## config.mk

```make
export PLATFORM = sky130hd
export DESIGN_NAME = led_bank_ctrl
export DESIGN_NICKNAME = d
export VERILOG_FILES = /design/src/rtl/led_bank_ctrl.sv
export SDC_FILE = /design/constraint.sdc
export NUM_CORES = 1
export LEC_CHECK = 0
export CAP_MARGIN = 5
export CELL_PAD_IN_SITES_DETAIL_PLACEMENT = 0
export CELL_PAD_IN_SITES_GLOBAL_PLACEMENT = 1
export CORE_ASPECT_RATIO = 0.8
export CORE_MARGIN = 3
export CORE_UTILIZATION = 35
export CTS_BUF_LIST = sky130_fd_sc_hd__clkbuf_2
export CTS_CLUSTER_DIAMETER = 80
export DETAILED_ROUTE_END_ITERATION = 10
export GPL_TIMING_DRIVEN = 0
export PLACE_DENSITY = 0.83
export SYNTH_ARGS = -nofsm -noshare
export SYNTH_HDL_FRONTEND = slang
export SYNTH_SLANG_ARGS = --single-unit
```

## constraint.sdc

```tcl
create_clock -name clk -period 1.55 [get_ports clk]
set_input_delay 0.31 -clock clk [delete_from_list [all_inputs] [get_ports clk]]
set_output_delay 0.31 -clock clk [all_outputs]
set_load 0.005 [all_outputs]
```

## src/rtl/led_bank_ctrl.sv

```systemverilog
// led_bank_ctrl: memory-mapped LED bank controller.
//
// Drives LED_W board LEDs from a DATA_W-bit bus using lane-addressed writes.
// The register map is selected by led_addr[3:2]: 0 VALUE, 1 BLINK, 2 CTRL,
// 3 reserved. led_addr[1:0] selects the lane. The block also provides
// per-LED blink, global PWM brightness and registered readback.
//
// Optional feature macro: LED_BLINK_EN. When it is defined, the BLINK
// registers and the blink timer are built in. When it is undefined, BLINK
// accesses behave as reserved.
//
// Parameters:
//   LED_W     number of LEDs (1..64)
//   DATA_W    bus width; ceil(LED_W/DATA_W) must be <= 4 and DATA_W >= PWM_BITS
//   BLINK_DIV clk cycles per blink half-period (>= 2)
//   PWM_BITS  brightness resolution (1..8)
//
// Ports:
//   clk        system clock, rising edge
//   rst        synchronous active-high reset
//   led_cs     access strobe, one access per asserted cycle
//   led_we     1 = write, 0 = read (qualified by led_cs)
//   led_addr   [3:2] register class, [1:0] lane
//   led_wdata  write data
//   led_rdata  registered read data, holds between reads
//   led_rvalid one-cycle pulse qualifying led_rdata
//   ledout     registered LED drive, 1 = lit
module led_bank_ctrl #(
  parameter int unsigned LED_W     = 24,
  parameter int unsigned DATA_W    = 16,
  parameter int unsigned BLINK_DIV = 25_000_000,
  parameter int unsigned PWM_BITS  = 4
) (
  input  logic              clk,
  input  logic              rst,
  input  logic              led_cs,
  input  logic              led_we,
  input  logic [3:0]        led_addr,
  input  logic [DATA_W-1:0] led_wdata,
  output logic [DATA_W-1:0] led_rdata,
  output logic              led_rvalid,
  output logic [LED_W-1:0]  ledout
);

  typedef enum logic [1:0] {ClsValue, ClsBlink, ClsCtrl, ClsRsvd} reg_class_e;

  reg_class_e reg_class;
  logic [1:0] lane;

  assign reg_class = reg_class_e'(led_addr[3:2]);
  assign lane      = led_addr[1:0];

  // LED bit i lives in lane i/DATA_W at position i%DATA_W. Lanes at or above
  // NLANES match no bit, so such writes fall away and such reads give 0.
  // Bits past LED_W-1 in the top lane are dropped in the same way.
  function automatic logic [LED_W-1:0] lane_write(input logic [LED_W-1:0]  old,
                                                  input logic [1:0]        sel,
                                                  input logic [DATA_W-1:0] wdata);
    logic [LED_W-1:0] res;
    res = old;
    for (int unsigned i = 0; i < LED_W; i++) begin
      if (sel == 2'(i / DATA_W)) res[i] = wdata[i % DATA_W];
    end
    return res;
  endfunction

  function automatic logic [DATA_W-1:0] lane_read(input logic [LED_W-1:0] regv,
                                                  input logic [1:0]       sel);
    logic [DATA_W-1:0] res;
    res = '0;
    for (int unsigned i = 0; i < LED_W; i++) begin
      if (sel == 2'(i / DATA_W)) res[i % DATA_W] = regv[i];
    end
    return res;
  endfunction

  logic [LED_W-1:0]    value_q, value_d;
  logic [PWM_BITS-1:0] duty_q, duty_d;
  logic [PWM_BITS-1:0] pwm_cnt_q, pwm_cnt_d;
  logic [LED_W-1:0]    ledout_q, ledout_d;
  logic [DATA_W-1:0]   rdata_q, rdata_d;
  logic                rvalid_q, rvalid_d;
  logic                pwm_on;

`ifdef LED_BLINK_EN
  localparam int unsigned CntW = (BLINK_DIV > 1) ? $clog2(BLINK_DIV) : 1;

  logic [LED_W-1:0] blink_q, blink_d;
  logic [CntW-1:0]  blink_cnt_q, blink_cnt_d;
  logic             phase_q, phase_d;

  always_comb begin
    blink_cnt_d = blink_cnt_q + 1'b1;
    phase_d     = phase_q;
    if (blink_cnt_q == CntW'(BLINK_DIV - 1)) begin
      blink_cnt_d = '0;
      phase_d     = ~phase_q;
    end
  end
`endif

  // Duty all-ones is forced on so that full brightness has no dark slot.
  assign pwm_on    = (duty_q == '1) || (pwm_cnt_q < duty_q);
  assign pwm_cnt_d = pwm_cnt_q + 1'b1;

  always_comb begin
`ifdef LED_BLINK_EN
    ledout_d = value_q & (~blink_q | {LED_W{phase_q}}) & {LED_W{pwm_on}};
`else
    ledout_d = value_q & {LED_W{pwm_on}};
`endif
  end

  // Register access decode. Reads see pre-write contents because the state
  // registers only update at the edge.
  always_comb begin
    value_d  = value_q;
    duty_d   = duty_q;
    rdata_d  = rdata_q;
    rvalid_d = 1'b0;
`ifdef LED_BLINK_EN
    blink_d  = blink_q;
`endif
    if (led_cs) begin
      if (led_we) begin
        unique case (reg_class)
          ClsValue: value_d = lane_write(value_q, lane, led_wdata);
`ifdef LED_BLINK_EN
          ClsBlink: blink_d = lane_write(blink_q, lane, led_wdata);
`endif
          ClsCtrl:  duty_d  = led_wdata[PWM_BITS-1:0];
          default:  ;
        endcase
      end else begin
        rvalid_d = 1'b1;
        rdata_d  = '0;
        unique case (reg_class)
          ClsValue: rdata_d = lane_read(value_q, lane);
`ifdef LED_BLINK_EN
          ClsBlink: rdata_d = lane_read(blink_q, lane);
`endif
          ClsCtrl:  rdata_d[PWM_BITS-1:0] = duty_q;
          default:  ;
        endcase
      end
    end
  end

  always_ff @(posedge clk) begin
    if (rst) begin
      value_q   <= '0;
      duty_q    <= '1;
      pwm_cnt_q <= '0;
      ledout_q  <= '0;
      rdata_q   <= '0;
      rvalid_q  <= 1'b0;
    end else begin
      value_q   <= value_d;
      duty_q    <= duty_d;
      pwm_cnt_q <= pwm_cnt_d;
      ledout_q  <= ledout_d;
      rdata_q   <= rdata_d;
      rvalid_q  <= rvalid_d;
    end
  end

`ifdef LED_BLINK_EN
  always_ff @(posedge clk) begin
    if (rst) begin
      blink_q     <= '0;
      blink_cnt_q <= '0;
      phase_q     <= 1'b0;
    end else begin
      blink_q     <= blink_d;
      blink_cnt_q <= blink_cnt_d;
      phase_q     <= phase_d;
    end
  end
`endif

  assign ledout     = ledout_q;
  assign led_rdata  = rdata_q;
  assign led_rvalid = rvalid_q;

endmodule
```

* Word-level counts from Yosys, hierarchy flattened
Cells that the tools add are included.
** Storage, ports and cells
- Flip-flop bits (word level) :: 73
- Word-level logic and storage cells :: 50
** Cells by class
- Add/sub/neg operators :: 1
- Eq/ne operators :: 3
- Reduce and logical (&&, ||, !) cells :: 8
- Muxes and demuxes :: 27
- Bitwise logic cells :: 3
- Magnitude comparators :: 1
** Operator list (number)
- $mux W1 :: 25
- $and A24 B24 Y24 :: 1
- $mux W12 :: 1
- $pmux W4 S2 :: 1
- $reduce_and A4 Y1 :: 2
- $add A4 B1 Y4 const B :: 1
- $eq A4 B4 Y1 const B :: 1
- $logic_not A2 Y1 :: 2
- $lt A4 B4 Y1 :: 1
- $reduce_and A3 Y1 :: 1
- $eq A2 B1 Y1 const B :: 1
- $eq A2 B2 Y1 const B :: 1
- $not A1 Y1 :: 2
- $reduce_and A2 Y1 :: 1
- $reduce_or A2 Y1 :: 1
- $logic_or A1 B1 Y1 :: 1

* Logic depth before layout (Yosys ltp)
- Depth after elaboration :: 4
- Depth in mapped cells :: 6
- Gate-level depth less buffers :: 5

* Least setup slack after synthesis
Ideal clock, no wire load.
- Path type :: input -> register
- From :: in led_addr[0]
- To :: reg value_q[4]
- Library setup time :: 0.072 ns
- Data required time :: 1.478 ns
- Data arrival time :: 1.530 ns
- Stages on the path :: 5
- Path slack :: -0.052 ns
- Buffers on the path :: 2
- Cell sequence :: or2_1 buf_6 nor4_4 buf_6 mux2i_1
** On the way
- Longest elaborated chain between the ends :: 2
** Ends and longest elaborated chain
- start: declaration :: line 38 : input logic [3:0] led_addr,
- $logic_not A2 Y1 :: line 62 : if (sel == 2'(i / DATA_W)) res[i] = wdata[i % DATA_W];
- $reduce_and A4 Y1 (no source line)
- end signal: assignment :: line 158 : value_q <= value_d;
- end: declaration :: line 77 : logic [LED_W-1:0] value_q, value_d;
No other way between the ends.
A chain may end at the register's enable or synchronous reset.

* Worst setup path after layout
- From :: in led_addr[1]
- To :: reg value_q[10]
Same word-level chain as after synthesis.

==> metrics list <==
* Area of the die: 8620 µm²
* Count of cells along the worst register-to-register path: 7
- The final number of max-transition violations was 0.
* PwrDens: 883 nW/µm²
* Global-route congestion overflow total: 0
* Fin Clk Skew: 0.0232 ns
- Final hold analysis gives a worst-case slack of 0.335 ns.
- Mapped Avg Cell Area: 10.4 µm²
* Width of the die: 103 µm
* Utilization after layout: 50.9%
* H-tree depth: 3
* Final period utilization: 99.4%
- The filler cells instantiated in the layout total 675.
- Worst slew margin relative to its limit: 57.6%
- Launch point of the worst path: led_addr[1]
* Antenna Diode Count: 0
- 1st-iter DRT viols: 112
- The endpoint identified for the worst register-to-register timing path is ledout[0]$_SDFF_PP0_.
- Entering global routing, the biggest net connects 14 pins.
- Summing all placed instances gives a cell area of 3390 µm².
- In the post-synthesis netlist, the biggest area contributors are dfxtp_1, mux2i_1, a21oi_1, nand2_1, a22o_1.
- For this run, the top clock speed supported by timing is 649 MHz.
- At the worst endpoint, the arrival time is 1.98 ns.
- Distinct cells, synth: 33
- Core Area: 7090 µm²
* Insertion delay of the later-clocked pin in the worst-skew pair: 0.50 ns
- Layout cell share with drive strength beyond 1: 19.1%
* Vertical die dimension: 83.6 µm
- Synth top area share: 55.4%
* Clock tree from TritonCTS: yes
* Routability cong.: 0.789
- Worst voltage drop across the vdd grid: 0.430 mV
- Setup slack on the worst reg-to-reg path comes out at 0.06 ns.
- On the critical path, the stage with the largest delay is an instance of clkdlybuf4s50_1.
- Sequential elements use 55.4% of the synthesized area.
- Largest buffer count on any clock path: 2
- During synthesis, Yosys emitted a total of 0 warnings.
- Internal power of the cells: 2.37 mW
* Min Tclk post-route: 1.54 ns
- End point of the critical path: value_q[10]$_SDFFE_PP0P_
- Type of element capturing the critical path: flip-flop
- Post-Syn Area: 2640 µm²
- Overall routing resource usage: 15.9%
- Critical Path RT: 1.99 ns
- The number of global-route vias before repair was 2050.
- Switching share of power: 25.6%
* Sequential share of power: 60.0%
- Average wire length per cell after detail routing: 15.9 µm
- Number of rows in the core area: 27
- The worst path meets setup with 0.00880 ns of slack.
- Post-place setup slack: -0.948 ns
- Buffers inserted during clock tree synthesis total 9.
- Slowest Stage Delay on Critical Path: 0.52 ns
* Ports: 65
- Detailed-router iteration count before antenna repair: 6
- For this run, the leading register cell type out of synthesis is dfxtp_1.
- Comb pwr share: 7.5%
* Clock slew seen by the registers of the worst setup and hold paths: 0.21 ns
- Post-detailed-route via-to-cell ratio: 5.07
- The finished cells cover 3610 µm².
- Clock tree root driver cell: clkbuf_2
- The area growth from synthesis to layout is 36.9%.
* Final layout net count: 363
- Worst R2R Start: duty_q[1]$_SDFFE_PP1P_
- Antenna violations before repair: 0
- The run finished with clean final reports.
- Relative contribution of the clock network to total power: 32.6%
* Number of clock sinks: 73
- RSZ-0062 raised after global routing: true
- Of all cell types, the one taking the most synthesized area is dfxtp_1.
* Number of hold violations in the final report: 0
* Leakage power summed over all cells: 1.65 nW
- Max-cap violation count: 0
- Final setup viols: 0
- Hold repair after CTS inserted 0 buffers.
- Category of the most critical setup path: primary input to flip-flop
- Critical Path, Cell by Cell: clkdlybuf4s50_1 > or2_1 > buf_6 > nor4_4 > buf_4 > mux2i_1
- WL final: 6800 µm
* Number of antenna-violating nets in the routed design: 0
- Count of flip-flops with a built-in enable after synthesis: 0
- Net switching power of the design: 0.815 mW
- Starting utilization of the core area: 37.2%
* Overall via count from detail_route: 2164
* Detailed placement HPWL: 4840 µm
- Top fanout value on the critical path: 7
- The first global-routing pass estimated 10600 µm of wire.
- Count of input and output buffers: 64
- Number of remaining DRC errors: 0
- Tightest Hold Check Type: primary input to flip-flop
* Area occupied by registers: 1490 µm²
- In the final layout, the multi-input gates occupy 1140 µm².
* Type of element launching the critical path: primary input
* Number of nets produced by synthesis: 282
- Counting every instance in the synthesized netlist gives 254.
* Count of state elements after synthesis: 73
- Counting flops with an async set or reset pin after synthesis yields a share of 0%.
* Actual slew at the worst max-slew pin: 0.630 ns
registers in the layout (all words and copies together) (netlist names):
register and cells:
duty_q 4, ledout 24, led_rdata 16, led_rvalid 1, value_q 24, pwm_cnt_q 4
what timing repair did:
item	CTS	global route
cloned	0	1
resized for setup	71	17
setup buffers	3	2
endpoints found under the setup margin	93	31
pin swaps	3	2
cells in the final DEF, fill, tap and decap left out, types with 2 or more instances in the layout:
cell             instances
a211o_1                  4
a21oi_1                 20
a21oi_2                  9
a22o_1                   8
buf_4                    3
buf_6                    3
clkbuf_1                 9
clkbuf_2                10
clkdlybuf4s50_1         21
clkinv_4                 2
clkinvlp_4               2
dfxtp_1                 51
dfxtp_2                 21
dlygate4sd2_1           43
ha_1                     4
inv_1                    4
mux2i_1                 28
nand2_1                 37
nand2b_1                 9
nand3_1                  5
nor2_1                   4
nor3_1                   8
nor4bb_1                 4
o221ai_1                 4
synthesized netlist by cell type, types with 5 or more instances:
cell	instances
dfxtp_1	73
nand2_1	37
a21oi_1	29
mux2i_1	28
clkbuf_1	12
nand2b_1	10
a22o_1	8
nor3_1	8
nand3_1	5
metal layers:
layer | global-route usage (%) | part of all wire (%) | up-vias
met2 | 22.5 | 44 | 66
met1 | 23.3 | 49 | 1031
met3 | 5.18 | 6.4 | 8
met4 | 3.88 | 0.93 | 0
met5 | 0 | 0 | -
li1 | - | - | 1059
metrics by stage:
stage	cells	power (mW)	setup TNS [ns]
finish	427	3.19	0
global route	427	3.32	-0.0683
CTS	424	3.22	0
detailed placement	405	2.18	-39.60
global placement	405	2.18	-38.09
floorplan	254	2.06	-0.515
power groups by stage:
stage                     registers (mW)  logic (mW)  clock network (mW)
after floorplan                     1.95       0.109                   0
final                               1.91       0.239                1.04
after global placement              1.95       0.231                   0
after global routing                1.92       0.259                1.15
after CTS                           1.91       0.230                1.07
after detailed placement            1.95       0.234                   0
critical path, delay by kind of cell:
kind	cells	cell delay [ns]
buf+inv	3	0.92
simple gates	2	0.52
mux	1	0.23
worst min path at each step:
stage                                         from                       to  slack, ns  cells past startpoint
after floorplan           value_q[16]$_SDFFE_PP0P_    ledout[16]$_SDFF_PP0_       0.43                      2
after global placement    value_q[12]$_SDFFE_PP0P_    ledout[12]$_SDFF_PP0_       0.45                      2
after detailed placement  value_q[12]$_SDFFE_PP0P_    ledout[12]$_SDFF_PP0_       0.45                      2
after CTS                             led_wdata[9]  value_q[9]$_SDFFE_PP0P_       0.27                      3
after global routing                  led_wdata[9]  value_q[9]$_SDFFE_PP0P_       0.28                      3
final                                 led_wdata[9]  value_q[9]$_SDFFE_PP0P_       0.33                      3
logic make-up after synthesis:
group	Yosys count	share of synthesized area, %
compound gates	47	11.3
fa+ha+maj	4	1.90
simple gates	81	16.8
xor+xnor	2	0.664
buf+inv	19	3.32
mux	28	10.6
flops	73	55.4
area by class of cell:
class | count | share of cell area (%)
clock buffer | 9 | 1.25
sequential | 73 | 41.3
clock inverter | 7 | 1.98
timing repair buffer | 70 | 17.9
inverter | 4 | 0.416
multi-input combinational | 162 | 31.5
tap | 87 | 3.01
buffer | 15 | 2.63
Note: power is estimated with default switching activity, not from simulation.
